[src/rtl/hbus_pkg.sv]
// Shared types and constants for the HyperBus transaction sequencer.
package hbus_pkg;

    localparam int CA_BYTES  = 6;
    localparam int CA_RW_BIT = 47;
    localparam int CA_W      = 48;

    typedef enum logic [2:0] {
        IDLE,
        CA,
        LAT,
        WDATA,
        RDATA,
        DONE
    } hbus_state_e;

    function automatic logic ca_is_read(input logic [CA_W-1:0] ca);
        return ca[CA_RW_BIT];
    endfunction

endpackage

[src/rtl/hbus_byte_shifter.sv]
// Byte-wide load / shift register: parallel load, then shift left one byte per
// cycle, presenting the MSB byte first and taking new bytes in at the LSB.
module hbus_byte_shifter #(
    parameter int N = 4
) (
    input  logic           clk,
    input  logic           rst,
    input  logic           load,
    input  logic [8*N-1:0] load_data,
    input  logic           shift,
    input  logic [7:0]     shift_in,
    output logic [8*N-1:0] q
);

    logic [8*N-1:0] shifted;

    generate
        if (N == 1) begin : g_one
            assign shifted = shift_in;
        end else begin : g_multi
            assign shifted = {q[8*N-9:0], shift_in};
        end
    endgenerate

    always_ff @(posedge clk) begin
        if (rst) begin
            q <= '0;
        end else if (load) begin
            q <= load_data;
        end else if (shift) begin
            q <= shifted;
        end
    end

endmodule

[src/rtl/hbus_txn_seq.sv]
// HyperBus transaction sequencer: serializes the CA word, counts initial
// latency, runs a fixed-length write or read burst and returns one response.
module hbus_txn_seq
    import hbus_pkg::*;
#(
    parameter int LATENCY    = 6,
    parameter int DATA_BYTES = 4,
    parameter int RD_TIMEOUT = 64
) (
    input  logic                    clk,
    input  logic                    rst,
    input  logic                    req_valid,
    output logic                    req_ready,
    input  logic [CA_W-1:0]         req_ca,
    input  logic [8*DATA_BYTES-1:0] req_wdata,
    output logic                    rsp_valid,
    output logic                    rsp_err,
    output logic [8*DATA_BYTES-1:0] rsp_rdata,
    output logic                    hb_cs_n,
    output logic [7:0]              hb_dq_o,
    output logic                    hb_dq_oe,
    input  logic [7:0]              hb_dq_i,
    output logic                    hb_rwds_o,
    output logic                    hb_rwds_oe,
    input  logic                    hb_rwds_i
);

    localparam int DW      = 8*DATA_BYTES;
    localparam int MAX_A   = (2*LATENCY > CA_BYTES) ? 2*LATENCY : CA_BYTES;
    localparam int CNT_MAX = (MAX_A > DATA_BYTES) ? MAX_A : DATA_BYTES;
    localparam int CW      = $clog2(CNT_MAX + 1);
    localparam int TW      = $clog2(RD_TIMEOUT + 1);

    localparam logic [CW-1:0] CA_LAST   = CW'(CA_BYTES - 1);
    localparam logic [CW-1:0] LAT1_LAST = CW'(LATENCY - 1);
    localparam logic [CW-1:0] LAT2_LAST = CW'(2*LATENCY - 1);
    localparam logic [CW-1:0] DATA_LAST = CW'(DATA_BYTES - 1);
    localparam logic [TW-1:0] TMO_LAST  = TW'(RD_TIMEOUT - 1);

    hbus_state_e    state, state_nxt;
    logic [CW-1:0]  cnt;
    logic [TW-1:0]  tmo_cnt;
    logic           dbl_lat;
    logic           is_rd;
    logic           err_q;
    logic [CA_W-1:0] ca_q;
    logic [DW-1:0]  data_q;
    logic [CW-1:0]  lat_last;
    logic           accept;
    logic           strobe;
    logic           rd_last;
    logic           tmo;
    logic           unused_ca;

    assign accept   = req_valid && (state == IDLE);
    assign strobe   = (state == RDATA) && hb_rwds_i;
    assign rd_last  = strobe && (cnt == DATA_LAST);
    // A byte landing on the final allowed cycle still counts as a good read.
    assign tmo      = (state == RDATA) && (tmo_cnt == TMO_LAST) && !rd_last;
    assign lat_last = dbl_lat ? LAT2_LAST : LAT1_LAST;

    always_comb begin
        state_nxt = state;
        case (state)
            IDLE:    if (req_valid) state_nxt = CA;
            CA:      if (cnt == CA_LAST) state_nxt = LAT;
            LAT:     if (cnt == lat_last) state_nxt = is_rd ? RDATA : WDATA;
            WDATA:   if (cnt == DATA_LAST) state_nxt = DONE;
            RDATA:   if (rd_last || tmo) state_nxt = DONE;
            DONE:    state_nxt = IDLE;
            default: state_nxt = IDLE;
        endcase
    end

    always_ff @(posedge clk) begin
        if (rst) begin
            state   <= IDLE;
            cnt     <= '0;
            tmo_cnt <= '0;
            dbl_lat <= 1'b0;
            is_rd   <= 1'b0;
            err_q   <= 1'b0;
        end else begin
            state <= state_nxt;
            if (state_nxt != state) begin
                cnt <= '0;
            end else if ((state inside {CA, LAT, WDATA}) || strobe) begin
                cnt <= cnt + CW'(1);
            end
            if (state == RDATA) begin
                tmo_cnt <= tmo_cnt + TW'(1);
            end else begin
                tmo_cnt <= '0;
            end
            if (state == CA && cnt == '0) begin
                dbl_lat <= hb_rwds_i;
            end
            if (accept) begin
                is_rd <= ca_is_read(req_ca);
                err_q <= 1'b0;
            end else if (tmo) begin
                err_q <= 1'b1;
            end
        end
    end

    hbus_byte_shifter #(.N(CA_BYTES)) u_ca_sh (
        .clk       (clk),
        .rst       (rst),
        .load      (accept),
        .load_data (req_ca),
        .shift     (state == CA),
        .shift_in  (8'h00),
        .q         (ca_q)
    );

    // One register serves both directions: write bytes leave from the top
    // while read bytes enter at the bottom, so after a full read burst it
    // holds the response payload. A timeout reloads it with zero.
    hbus_byte_shifter #(.N(DATA_BYTES)) u_data_sh (
        .clk       (clk),
        .rst       (rst),
        .load      (accept || tmo),
        .load_data (accept ? req_wdata : '0),
        .shift     ((state == WDATA) || strobe),
        .shift_in  ((state == RDATA) ? hb_dq_i : 8'h00),
        .q         (data_q)
    );

    assign unused_ca = ^ca_q[CA_W-9:0];

    always_comb begin
        req_ready  = (state == IDLE);
        hb_cs_n    = !(state inside {CA, LAT, WDATA, RDATA});
        hb_dq_oe   = (state == CA) || (state == WDATA);
        hb_dq_o    = 8'h00;
        hb_rwds_o  = 1'b0;
        hb_rwds_oe = (state == WDATA);
        rsp_valid  = (state == DONE);
        rsp_err    = (state == DONE) && err_q;
        rsp_rdata  = data_q;
        if (state == CA) begin
            hb_dq_o = ca_q[CA_W-1 -: 8];
        end else if (state == WDATA) begin
            hb_dq_o = data_q[DW-1 -: 8];
        end
    end

endmodule
[config.mk]
export PLATFORM = sky130hd
export DESIGN_NAME = hbus_txn_seq
export DESIGN_NICKNAME = d
export VERILOG_FILES = /design/src/rtl/hbus_pkg.sv /design/src/rtl/hbus_byte_shifter.sv /design/src/rtl/hbus_txn_seq.sv
export SDC_FILE = /design/constraint.sdc
export NUM_CORES = 1
export LEC_CHECK = 0
export ABC_AREA = 1
export CAP_MARGIN = 10
export CORE_MARGIN = 4
export CORE_UTILIZATION = 28
export CTS_BUF_LIST = sky130_fd_sc_hd__clkbuf_4 sky130_fd_sc_hd__clkbuf_8
export DETAILED_ROUTE_END_ITERATION = 12
export GPL_TIMING_DRIVEN = 0
export PLACE_DENSITY = 0.54
export SYNTH_ARGS = -nofsm -noshare
export SYNTH_HDL_FRONTEND = slang
export SYNTH_SLANG_ARGS = --single-unit
[constraint.sdc]
create_clock -name clk -period 2.1 [get_ports clk]
set_input_delay 0.315 -clock clk [delete_from_list [all_inputs] [get_ports clk]]
set_output_delay 0.315 -clock clk [all_outputs]
set_load 0.05 [all_outputs]
# After elaboration in Yosys (flattened, before gate mapping)
# Index checks and enable logic that the tools add are counted.
# totals
output_inout_bits	47
reg_bits	97
in_bits	92
word_cells	60
# classes
n_mux	16
eq_ne	10
n_reduce_logical	23
bitwise	1
n_addsub	2
# op_table
op	n
two-way mux 32 bit	3
two-way mux 48 bit	2
two-way mux 8 bit	3
two-way mux 3 bit	6
one-hot mux 3 bit (5 select lines)	1
adder 7 x 1 -> 7 bit (second input constant)	1
equality test 7 x 6 -> 1 bit (second input constant)	1
logical AND 1 bit	7
equality test 3 x 2 -> 1 bit (second input constant)	2
equality test 3 bit (second input constant)	2
OR reduction 2 bit	3
logical OR 1 bit	5
adder 4 x 1 -> 4 bit (second input constant)	1
equality test 4 x 2 -> 1 bit (second input constant)	1
equality test 4 x 3 -> 1 bit (second input constant)	1
equality test 4 bit	1
zero test 4 bit	1
two-way mux 4 bit	1
nonzero test 2 bit	2
nonzero test 4 bit	1
equality test 3 x 1 -> 1 bit (second input constant)	1
zero test 3 bit	1
!= test 3 bit	1
nonzero test 3 bit	1
other kinds (2)	3

# Logic depth before layout (Yosys ltp)
# Gate-level depths: netlist of the first run.
# depth
ltp_word	10
ltp_mapped	11

# Hierarchy
# A second synthesis of the first run with hierarchy kept.
# hier_totals
hier_cells	843
area_unflattened_um2	5213.8
# modules_own_cells
module	area_each_um2	cells_each	n_inst
hbus_byte_shifter at u_ca_sh	2294.7	366	1
hbus_byte_shifter at u_data_sh	1597.8	247	1
hbus_txn_seq	1321.3	230	1

# Worst setup path after synthesis of the first run
# OpenSTA, ideal clock, no wires.
# synth_timing
path_kind	reg2out
from	register state[2]
to	output hb_cs_n
t_required_ns	1.785
n_path_buf	2
stages_incl_launch_ff	7
slack_ns	-0.781
t_arrival_ns	2.566
cell_sequence	dfxtp_1 -> buf_4 -> nor2_2 -> nand2_1 -> inv_1 -> buf_2 -> nor4_1
# synth_via
elab_chain_cells	3
elab_cells_between_ends	6
classes_between	4 x eq/ne; 2 x reduce/logical
# synth_rtl
item	line	rtl
start: declaration	hbus_txn_seq.sv:40	hbus_state_e state, state_nxt;
start signal: assignment	hbus_txn_seq.sv:84	state <= state_nxt;
equality test 3 x 2 -> 1 bit	--	
named net hb_rwds_oe	hbus_txn_seq.sv:24	output logic hb_rwds_oe,
nonzero test 4 bit	hbus_txn_seq.sv:134	hb_cs_n = !(state inside {CA, LAT, WDATA, RDATA});
zero test 1 bit	hbus_txn_seq.sv:134	
end: declaration	hbus_txn_seq.sv:19	output logic hb_cs_n,
# The timed path passes the listed nets, and every way through them passes these cells.

# Final worst setup path of the first run
# layout_timing
from	register state[2]
to	output hb_cs_n
# layout_via
elab_chain_cells	3
elab_cells_between_ends	6
classes_between	4 x eq/ne; 2 x reduce/logical
# layout_rtl
item	line
equality test 3 x 1 -> 1 bit (tied with other cells)	hbus_txn_seq.sv:134
nonzero test 4 bit *	hbus_txn_seq.sv:134
zero test 1 bit *	hbus_txn_seq.sv:134
# Every way passes the cells marked *; elsewhere a longest branch is shown, timed or not.

==> impl_results.md, run 1 <==
* Die Span Y at 132 µm
* Slew Viols, Final at 0
* Buffers on Ports at 136
* DR DRC count at 0
* DRT antenna net count at 0
* Vias in the first global route at 4,481
* Worst setup SP type: register
* Worst slew pin tran at 554 ps
* Async SR Flop Fraction at 0%
* Final Setup Violations at 0
* CP max FO at 10
* Final core utilization at 40.5%
* Layout fillers at 1,600
* Total Wirelength at 14,300 µm
* # IOs at 139
* Placer congestion estimate at 0.925
* Setup TNS at 0 ps
* Hold Path Class: register to register
* First-pass GRT wire length at 22,900 µm
* Part of the power in registers at 49.2%
* Unrepaired setup endpoints after global routing: no
* Final WS setup at 64.2 ps
* Internal at 2830 µW
* Hold_buf cts at 0
* Largest net degree at the start of global routing at 16
* Worst Setup End Kind: output port
* Root Buffer: clkbuf_8
* Cell Pwr Density at 678 nW/µm²
* Period minus WS final at 2040 ps
* Share of the synthesized area in the top cell type at 44.8%
* Most frequent cells in the layout: nand2_1 (182), clkdlybuf4s50_1 (122), dfxtp_1 (94), a21oi_1 (78)
* # clock sinks at 97
* Worst slack, placed at -403 ps
* CTS tree: built
* Max clock buf depth at 2
* Synth Area per Inst at 7.48 µm²
* Final worst path period share at 96.9%
* Unique cell type count in the Yosys netlist at 34
* Die width at 132 µm
* Mapped Nets at 675
* Clk slew on worst S/H paths at 90 ps
* Post-Syn Instances at 579
* Ys flop type: dfxtp_1
* Core area at 15,200 µm²
* Worst Skew at 16.6 ps
* Switching share of power at 32.1%
* Crit path kind: register to output port
* Achievable Freq at 491 MHz
* Outcome: finished, final reports clean
* Synthesis-to-layout area growth at 42.1%
* Clock power share at 26.6%
* DRT Pass-1 Iters at 5
* Commonest non-fill, non-tap cell in the layout: nand2_1
* P_leak at 0.00228 µW
* Post-synthesis register bit count at 97
* Initial antenna violation count at 1
* First-iteration detailed-routing DRC count at 294
* Starting Density at 28.5%
* Via density at 4.83
* Nets at 824
* Max Cap Viol at 0
* Worst-case vdd ir drop at 0.000258 V
* Per-cell routed wire length at 15.5 µm
* Htree depth at 3
* Detail Placement HPWL at 11,000 µm
* Gate power share at 24.2%
* Grt ovf at 0
* Seq/Total Area, Yosys at 44.8%
* Final Power at 4170 µW
* Routed vias at 4,451
* Synth area leaders: dfxtp_1 (45%), nand2_1 (16%), a21oi_1 (9.0%)
* Core Rows at 45
* Clk_lat worst skew at 380 ps
* Req. time, crit path at 1780 ps
* Final hold viol count at 0
* Warnings, synthesis at 0
* Net switching power at 1340 µW
* Total global-route track usage at 16.2%
* Top cell type by total area after synthesis: dfxtp_1
* Synthesized area at 4330 µm²
* Total CTS buffers at 9
* Slew margin rel. at 63.0%
* Die ar. at 17,500 µm²
* Arrival time at the worst endpoint at 1720 ps
* Ratio of cells with drive above 1 in the final layout at 12.7%
* Post-synth EDFFs at 0
-- area by class of cell --
class / count / area (µm²) / area share [%]
diodes: 1 / 2.50 / 0.0407
plain buffers: 38 / 254 / 4.13
clock buffers: 11 / 139 / 2.26
clock inverters: 5 / 32.5 / 0.529
inverters: 26 / 100 / 1.63
multi-input cells: 418 / 2090 / 33.9
flip-flops and latches: 97 / 1950 / 31.7
well taps: 188 / 235 / 3.82
repair buffers: 138 / 1350 / 22.0
-- cells in the mapped netlist, types with 8 or more instances --
library cell	instances
a21oi_1	78
a22o_1	8
a31oi_1	40
buf_2	16
buf_6	9
clkbuf_1	9
dfxtp_1	97
inv_1	21
nand2_1	184
nand3_1	9
nor2_1	22
o21ai_0	40
-- routing by layer --
layer	GRT usage, %	wire [µm]	vias to the layer above
li1	-	-	2255
met1	21.3	6660	2065
met2	26.5	6740	110
met3	3.02	551	21
met4	5.89	318	0
met5	0	0	-
-- state kept, by name (all words and copies together), names as in the netlist --
signal / cells
u_ca_sh.q: 48
u_data_sh.q: 32
tmo_cnt: 7
cnt: 4
state: 3
dbl_lat: 1
err_q: 1
is_rd: 1
-- stage by stage --
stage	std cells	hold slack, ps	instance area, µm²
finish	922	450	6150
global route	922	487	6150
CTS	921	457	6140
detailed placement	903	444	5960
global placement	903	429	5960
floorplan	579	418	4360
-- power groups by stage --
stage | Clock (µW) | Combinational [µW] | Sequential [µW]
global placement | 0 | 1000 | 2090
detailed placement | 0 | 1010 | 2090
floorplan | 0 | 417 | 2240
CTS | 1150 | 1010 | 2050
finish | 1110 | 1010 | 2050
global route | 1220 | 1090 | 2070
-- worst max-delay path, stage by stage, from the launching register on --
cell and delay [ps]:
dfxtp_2 330, buf_6 110, buf_6 140, nor2_4 50, buf_6 140, nor4_4 360
buf_6 210
-- cells by family after synthesis --
logic type      share of synthesized area [%]
simple gates                             23.3
buf+inv                                  7.89
other cells                            0.0866
fa+ha+maj                                1.16
flops                                    44.8
xor+xnor                                0.607
compound gates                           22.1
-- what timing repair did --
action	4_1_cts	5_1_grt
endpoints found under the hold margin	0	0
pin swaps	2	1
endpoints found under the setup margin	14	4
setup buffers	2	0
resized for setup	69	11
-- path summary, 6_finish.rpt --
check	endpoint	slack (ps)	cells past startpoint	from
max	hb_cs_n	60	6	state[2]
min	tmo_cnt[0]	450	1	tmo_cnt[0]
max reg2reg	u_data_sh.q[4]	400	11	tmo_cnt[0]
min reg2reg	tmo_cnt[0]	450	1	tmo_cnt[0]
No activity file was read; power rests on OpenSTA's default activity.
==> run 2: changes to the inputs <==
==> constraint.sdc (replaced) <==
create_clock -name clk -period 2.1 [get_ports clk]
set_input_delay 0.21 -clock clk [delete_from_list [all_inputs] [get_ports clk]]
set_output_delay 0.21 -clock clk [all_outputs]
set_load 0.05 [all_outputs]
==> run 2 against run 1 <==
  * Hold slack lost 67 ps
  * Worst setup slack gained 25 ps
  * Fmax grew 1.3%
  * Die area is the same
  * Sequential cell count is the same
==> impl_results.md, run 2 (synthesis results as in run 1) <==
* Met2 Use GR at 26.3%
* P_leak at 0.00228 µW
* # IOs at 139
* Total Wirelength at 14,200 µm
* DRT antenna net count at 0
* Htree depth at 3
* CP max stage delay at 380 ps
* Delay-heaviest family, CP: simple AND/OR/NAND/NOR gates
* Core Rows at 45
* Largest net degree at the start of global routing at 16
* Hold_buf cts at 0
* Worst slew pin tran at 644 ps
* First-iteration detailed-routing DRC count at 259
* # clock sinks at 97
* Slew margin rel. at 56.8%
* Req. time, crit path at 1890 ps
* Die Span Y at 132 µm
* Layout fillers at 1,598
* CP Cell Sequence: inv_1 > nand2_1 > nor2_4 > buf_4 > nor4_4 > buf_6
* Period minus WS final at 2010 ps
* Detail Placement HPWL at 11,000 µm
* Final hold viol count at 0
* Buffers on Ports at 136
* Final Setup Violations at 0
* Clk_lat worst skew at 380 ps
* Vias in the first global route at 4,470
* CTS tree: built
* Total global-route track usage at 16.1%
* DR DRC count at 0
* Max Cap Viol at 0
* Slowest cell on crit path: dfxtp_2
* Unrepaired setup endpoints after global routing: no
* First-pass GRT wire length at 22,800 µm
* Root Buffer: clkbuf_8
* Worst setup SP type: register
* Outcome: finished, final reports clean
* Per-cell routed wire length at 15.4 µm
* Commonest non-fill, non-tap cell in the layout: nand2_1
* Final core utilization at 40.4%
* Die ar. at 17,500 µm²
* Synthesis-to-layout area growth at 41.9%
* DRT Pass-1 Iters at 5
* Crit path kind: register to output port
* Starting Density at 28.5%
* Placer congestion estimate at 0.925
* Most frequent cells in the layout: nand2_1 (183), clkdlybuf4s50_1 (123), dfxtp_1 (95), a21oi_1 (78)
* Clk slew on worst S/H paths at 90 ps
* Hold Path Class: input pin to register
* Worst Setup End Kind: output port
* Core area at 15,200 µm²
* Via density at 4.78
* Met3 Usage GRT at 3.02%
* Top Registers: u_ca_sh.q (48), u_data_sh.q (32), tmo_cnt (7)
* Arrival time at the worst endpoint at 1800 ps
* Buffer and inverter count on the worst path at 3
* Ratio of cells with drive above 1 in the final layout at 12.4%
* Grt ovf at 0
* Initial antenna violation count at 1
* CP max FO at 10
* Final Power at 4170 µW
* WHS at 383 ps
* Global-route track usage on met1 at 21.2%
* Worst-case vdd ir drop at 0.000261 V
* Routed vias at 4,416
* Busiest grt layer: met2
* Final worst path period share at 95.7%
* Worst Skew at 15.8 ps
* Cell Pwr Density at 679 nW/µm²
* Reg with most FFs: u_ca_sh.q
* Die width at 132 µm
* Achievable Freq at 497 MHz
* Slew Viols, Final at 0
* Max clock buf depth at 2
* Max reg flops at 48
* Total CTS buffers at 9
* Nets at 826
## run 2: cell count changes in the layout (fill, tap and decap cells not counted), sizes merged
cell           delta
buf               +3
clkdlybuf4s50     +1
clkbuf            -2
clkdlybuf4s15     +1
dlygate4sd1       -1
dlygate4sd2       +1
clkdlybuf4s18     -1
## run 2: what timing repair did
| action | 4_1_cts | 5_1_grt |
|---|---|---|
| endpoints found under the setup margin | 13 | 5 |
| pin swaps | 0 | 2 |
| buffers inserted | 0 | 4 |
| resized for setup | 61 | 3 |
## run 2: worst paths after layout
kind	start	endpoint	slack, ps	cells past startpoint
max	state[1]	hb_cs_n	90	6
min	hb_dq_i[1]	u_data_sh.q[1]	380	3
max reg2reg	state[2]	cnt[3]	350	7
min reg2reg	tmo_cnt[0]	tmo_cnt[0]	450	1
## run 2: area by class of cell
type                       instances  area, µm²  share of cell area [%]
multi-input combinational        418       2080                    33.8
sequential                        97       1940                    31.6
timing repair buffer             140       1360                    22.2
buffer                            38        250                    4.07
tap                              188        235                    3.83
clock buffer                      11        139                    2.26
inverter                          26        100                    1.63
clock inverter                     5       32.5                   0.529
antenna                            1       2.50                  0.0407
## run 2: metal layers
layer	wire, µm	vias up
met4	272	0
li1	-	2252
met2	6780	107
met5	0	-
met3	606	17
met1	6590	2040
## run 2: report_power, final
part           switching [µW]  internal [µW]  total [µW]
combinational             591            420        1010
clock                     655            453        1110
sequential               91.0           1960        2050
## run 2: worst register-to-register path, stage by stage, from the launching register on
cell     delay (ps)
dfxtp_1         310
buf_6           130
nor3_1          540
nand4_1         260
nand3_1         140
nand2_1          50
nand3_1         150
nor2_1           60
## run 2: metrics by stage
stage	instances	setup slack (ps)	cell area (µm²)	TNS (ps)
5_1_grt	924	23.5	6150	0
2_1_floorplan	579	150	4360	0
3_5_place_dp	903	-298	5960	-2510
6_report	924	89.5	6150	0
4_1_cts	919	8.25	6110	0
3_3_place_gp	903	-278	5960	-2290
==> RTL edit 1, RTL diff (settings of run 2) <==
Compare `cnt` against `DATA_LAST` with >= in place of ==.
--- a/src/rtl/hbus_txn_seq.sv
+++ b/src/rtl/hbus_txn_seq.sv
@@ -54,7 +54,7 @@
 
     assign accept   = req_valid && (state == IDLE);
     assign strobe   = (state == RDATA) && hb_rwds_i;
-    assign rd_last  = strobe && (cnt == DATA_LAST);
+    assign rd_last  = strobe && (cnt >= DATA_LAST);
     // A byte landing on the final allowed cycle still counts as a good read.
     assign tmo      = (state == RDATA) && (tmo_cnt == TMO_LAST) && !rd_last;
     assign lat_last = dbl_lat ? LAT2_LAST : LAT1_LAST;
Function: no difference found for any inputs over 10 cycles, from zero or initial values and one cycle with rst high; that may be too few to reach the edited logic, so the function may still have changed.
==> RTL edit 1 against run 2 <==
- sequential share of layout area fell by 0.57 points
- wire length up 4.0%
- global-route usage is 0.34 points higher
- design area rose by 1.9%
- synthesized area up 1.5%
- sequential cell count unchanged
- worst setup slack better by 25 ps
- power rose by 7.1%
- critical endpoint is now hb_dq_o[6]
- largest cell class unchanged
==> RTL edit 1: results <==
INSERT INTO impl_metrics (metric_group, metric, value, unit) VALUES
('sta', 'hold-worst-slack', '380.4', 'ps'),
('sta', 'timing.final.ws_setup', '114.2', 'ps'),
('yosys', 'yosysUniqueCellTypes', '33', ''),
('drt', 'overall_routed_net_length', '14810', 'µm'),
('global_routing', 'pin_count_of_the_biggest_net_entering_global_routing', '17', ''),
('power_and_ir_drop', 'ir_worst_vdd', '332.1', 'µV'),
('yosys', 'synthTopCellsByArea', 'dfxtp_1, nand2_1, a21oi_1', ''),
('power_and_ir_drop', 'p_switching', '1394', 'µW'),
('power_and_ir_drop', 'clock_power_share', '30.9', '%'),
('global_routing', 'antenna_violations_before_repair', '0', ''),
('yosys', 'synth.cells.most_frequent', 'nand2_1, dfxtp_1, a21oi_1', ''),
('cells_and_area', 'non_clock_buffer_area_share', '24.83', '%'),
('drt', 'met2RoutedLength', '6637', 'µm'),
('cells_and_area', 'layout.non_clock_inverters', '32', ''),
('cells_and_area', 'area_of_the_multi_input_gates', '0.002157', 'mm²'),
('global_routing', 'grt_first_pass_wirelength', '23400', 'µm'),
('clock_tree', 'postCtsResizedCells', '68', ''),
('outcome', 'status', 'finished, final reports clean', ''),
('global_routing', 'grtUsageTotal', '16.46', '%'),
('power_and_ir_drop', 'power_leakage', '0.002371', 'µW'),
('global_routing', 'grt_pass1_vias', '4583', ''),
('power_and_ir_drop', 'total_power', '4467', 'µW'),
('global_routing', 'global_route.usage.met2', '26.50', '%'),
('placement', 'detailedPlacementHpwl', '11620', 'µm'),
('cells_and_area', 'layout.comb_gates.multi_input', '419', '');
-- RTL edit 1: cell types whose count changed after synthesis, moves of 5 or more --
cell	change
nand3_1	+13
clkbuf_1	+11
nand2_1	-7
buf_6	-6
nor2_1	-8
buf_2	-5
a22oi_1	+32
a21oi_1	-27
o21ai_0	-10
o21ai_1	+12
inv_1	+6
-- RTL edit 1: logic make-up after synthesis --
kind of cell / after synthesis / synth area share, %
compound gates: 177 / 24.36
xor+xnor: 3 / 0.5977
fa+ha+maj: 4 / 1.138
buf+inv: 74 / 7.456
flops: 97 / 44.17
other cells: 1 / 0.08529
simple gates: 234 / 22.20
-- RTL edit 1: worst max-delay path: cells and delay by family (launching register included) --
family          cells  cell delay, ps
buf+inv             3             590
flops               1             370
simple gates        2             290
compound gates      1             140
==> RTL edit 2, RTL diff (settings of run 2) <==
Without the edit above. The parameter `RD_TIMEOUT` goes from 64 to 32.
--- a/src/rtl/hbus_txn_seq.sv
+++ b/src/rtl/hbus_txn_seq.sv
@@ -5,7 +5,7 @@
 #(
     parameter int LATENCY    = 6,
     parameter int DATA_BYTES = 4,
-    parameter int RD_TIMEOUT = 64
+    parameter int RD_TIMEOUT = 32
 ) (
     input  logic                    clk,
     input  logic                    rst,
Formal check against the unedited RTL: same outputs for any inputs over 10 cycles, from zero or initial values and one cycle with rst high; that may be too few to reach the edited logic, so the function may still have changed.
==> RTL edit 2 against run 2 <==
- sequential cell count down 1
- global-route usage rose by 0.22 points
- wire length up 1.0%
- power increased by 4.2%
- worst hold slack better by 3.4 ps
- worst setup slack improved by 48 ps
- synthesized area decreased by 1.6%
- design area decreased by 1.3%
- critical endpoint unchanged
- highest routed layer unchanged
==> RTL edit 2: results <==
INSERT INTO impl_metrics (metric_group, metric, value, unit) VALUES
('power_and_ir_drop', 'power_leakage', '0.002277', 'µW'),
('placement', 'detailedPlacementHpwl', '11240', 'µm'),
('cells_and_area', 'layoutNonFillerInstCount', '931', ''),
('worst_hold_path', 'hold_start', 'req_ca[7]', ''),
('worst_setup_path', 'crit-reg2reg-launch', 'state[1]$_SDFF_PP0_', ''),
('placement', 'dpl_cell_area', '0.005862', 'mm²'),
('drt', 'met2RoutedLength', '6719', 'µm'),
('cells_and_area', 'final_layout_size_suffix_gt1_share', '9.505', '%'),
('global_routing', 'm1_gr_usage', '20.97', '%'),
('sta', 'clock_skew', '11.22', 'ps'),
('cells_and_area', 'num_antenna_cells', '0', ''),
('drt', 'drt_pass1_iterations', '8', ''),
('global_routing', 'antenna_violations_before_repair', '0', ''),
('sta', 'hold-worst-slack', '386.5', 'ps'),
('placement', 'dpl_worst_slack', '-454.5', 'ps'),
('worst_setup_path', 'worst_ep_arrival_time', '1750', 'ps'),
('global_routing', 'grt_first_pass_wirelength', '23160', 'µm'),
('outcome', 'status', 'finished, final reports clean', ''),
('cells_and_area', 'nets', '838', ''),
('yosys', 'post_synthesis_compound_gate_area_fraction', '20.59', '%'),
('yosys', 'syn_area_cell', '7.158', 'µm²'),
('drt', 'initialDrtViolationCount', '304', ''),
('global_routing', 'globalRouteMet3Util', '3.823', '%'),
('global_routing', 'pin_count_of_the_biggest_net_entering_global_routing', '17', ''),
('drt', 'overall_routed_net_length', '14390', 'µm'),
('yosys', 'synthXorXnorAreaFrac', '0.8226', '%');
## RTL edit 2: changes by cell type after synthesis, sizes merged, moves of 2 or more
cell    change
nand2      +18
nand3      +10
inv         +5
clkbuf     +10
buf        -10
a22o        -8
nor3b       -2
nor2        -8
## RTL edit 2: critical path: stages, from the launching register on
cell and delay [ps]:
dfxtp_2 450, nor2_4 90, nand2_1 80, inv_2 50
buf_2 200, nor4_4 310, buf_6 200
## RTL edit 2: repair_timing
action                     4_1_cts  5_1_grt
setup endpoints to repair       13       12
gates resized for setup         65        9
pin swaps                        0        0
## RTL edit 2: final cells by class
class                      instances  area (µm²)
buffer                            38       196.4
clock buffer                      11       138.9
clock inverter                     5       65.06
fill                            1562        8631
inverter                          31       116.4
multi-input combinational        430        2062
sequential                        96        1926
tap                              184       230.2
timing repair buffer             136        1334
## RTL edit 2: report_power, final
part	internal [µW]	switching [µW]	leakage (µW)
Combinational	407	614	0.00139
Sequential	1950	91.6	0.000790
Clock	591	693	0.0000989
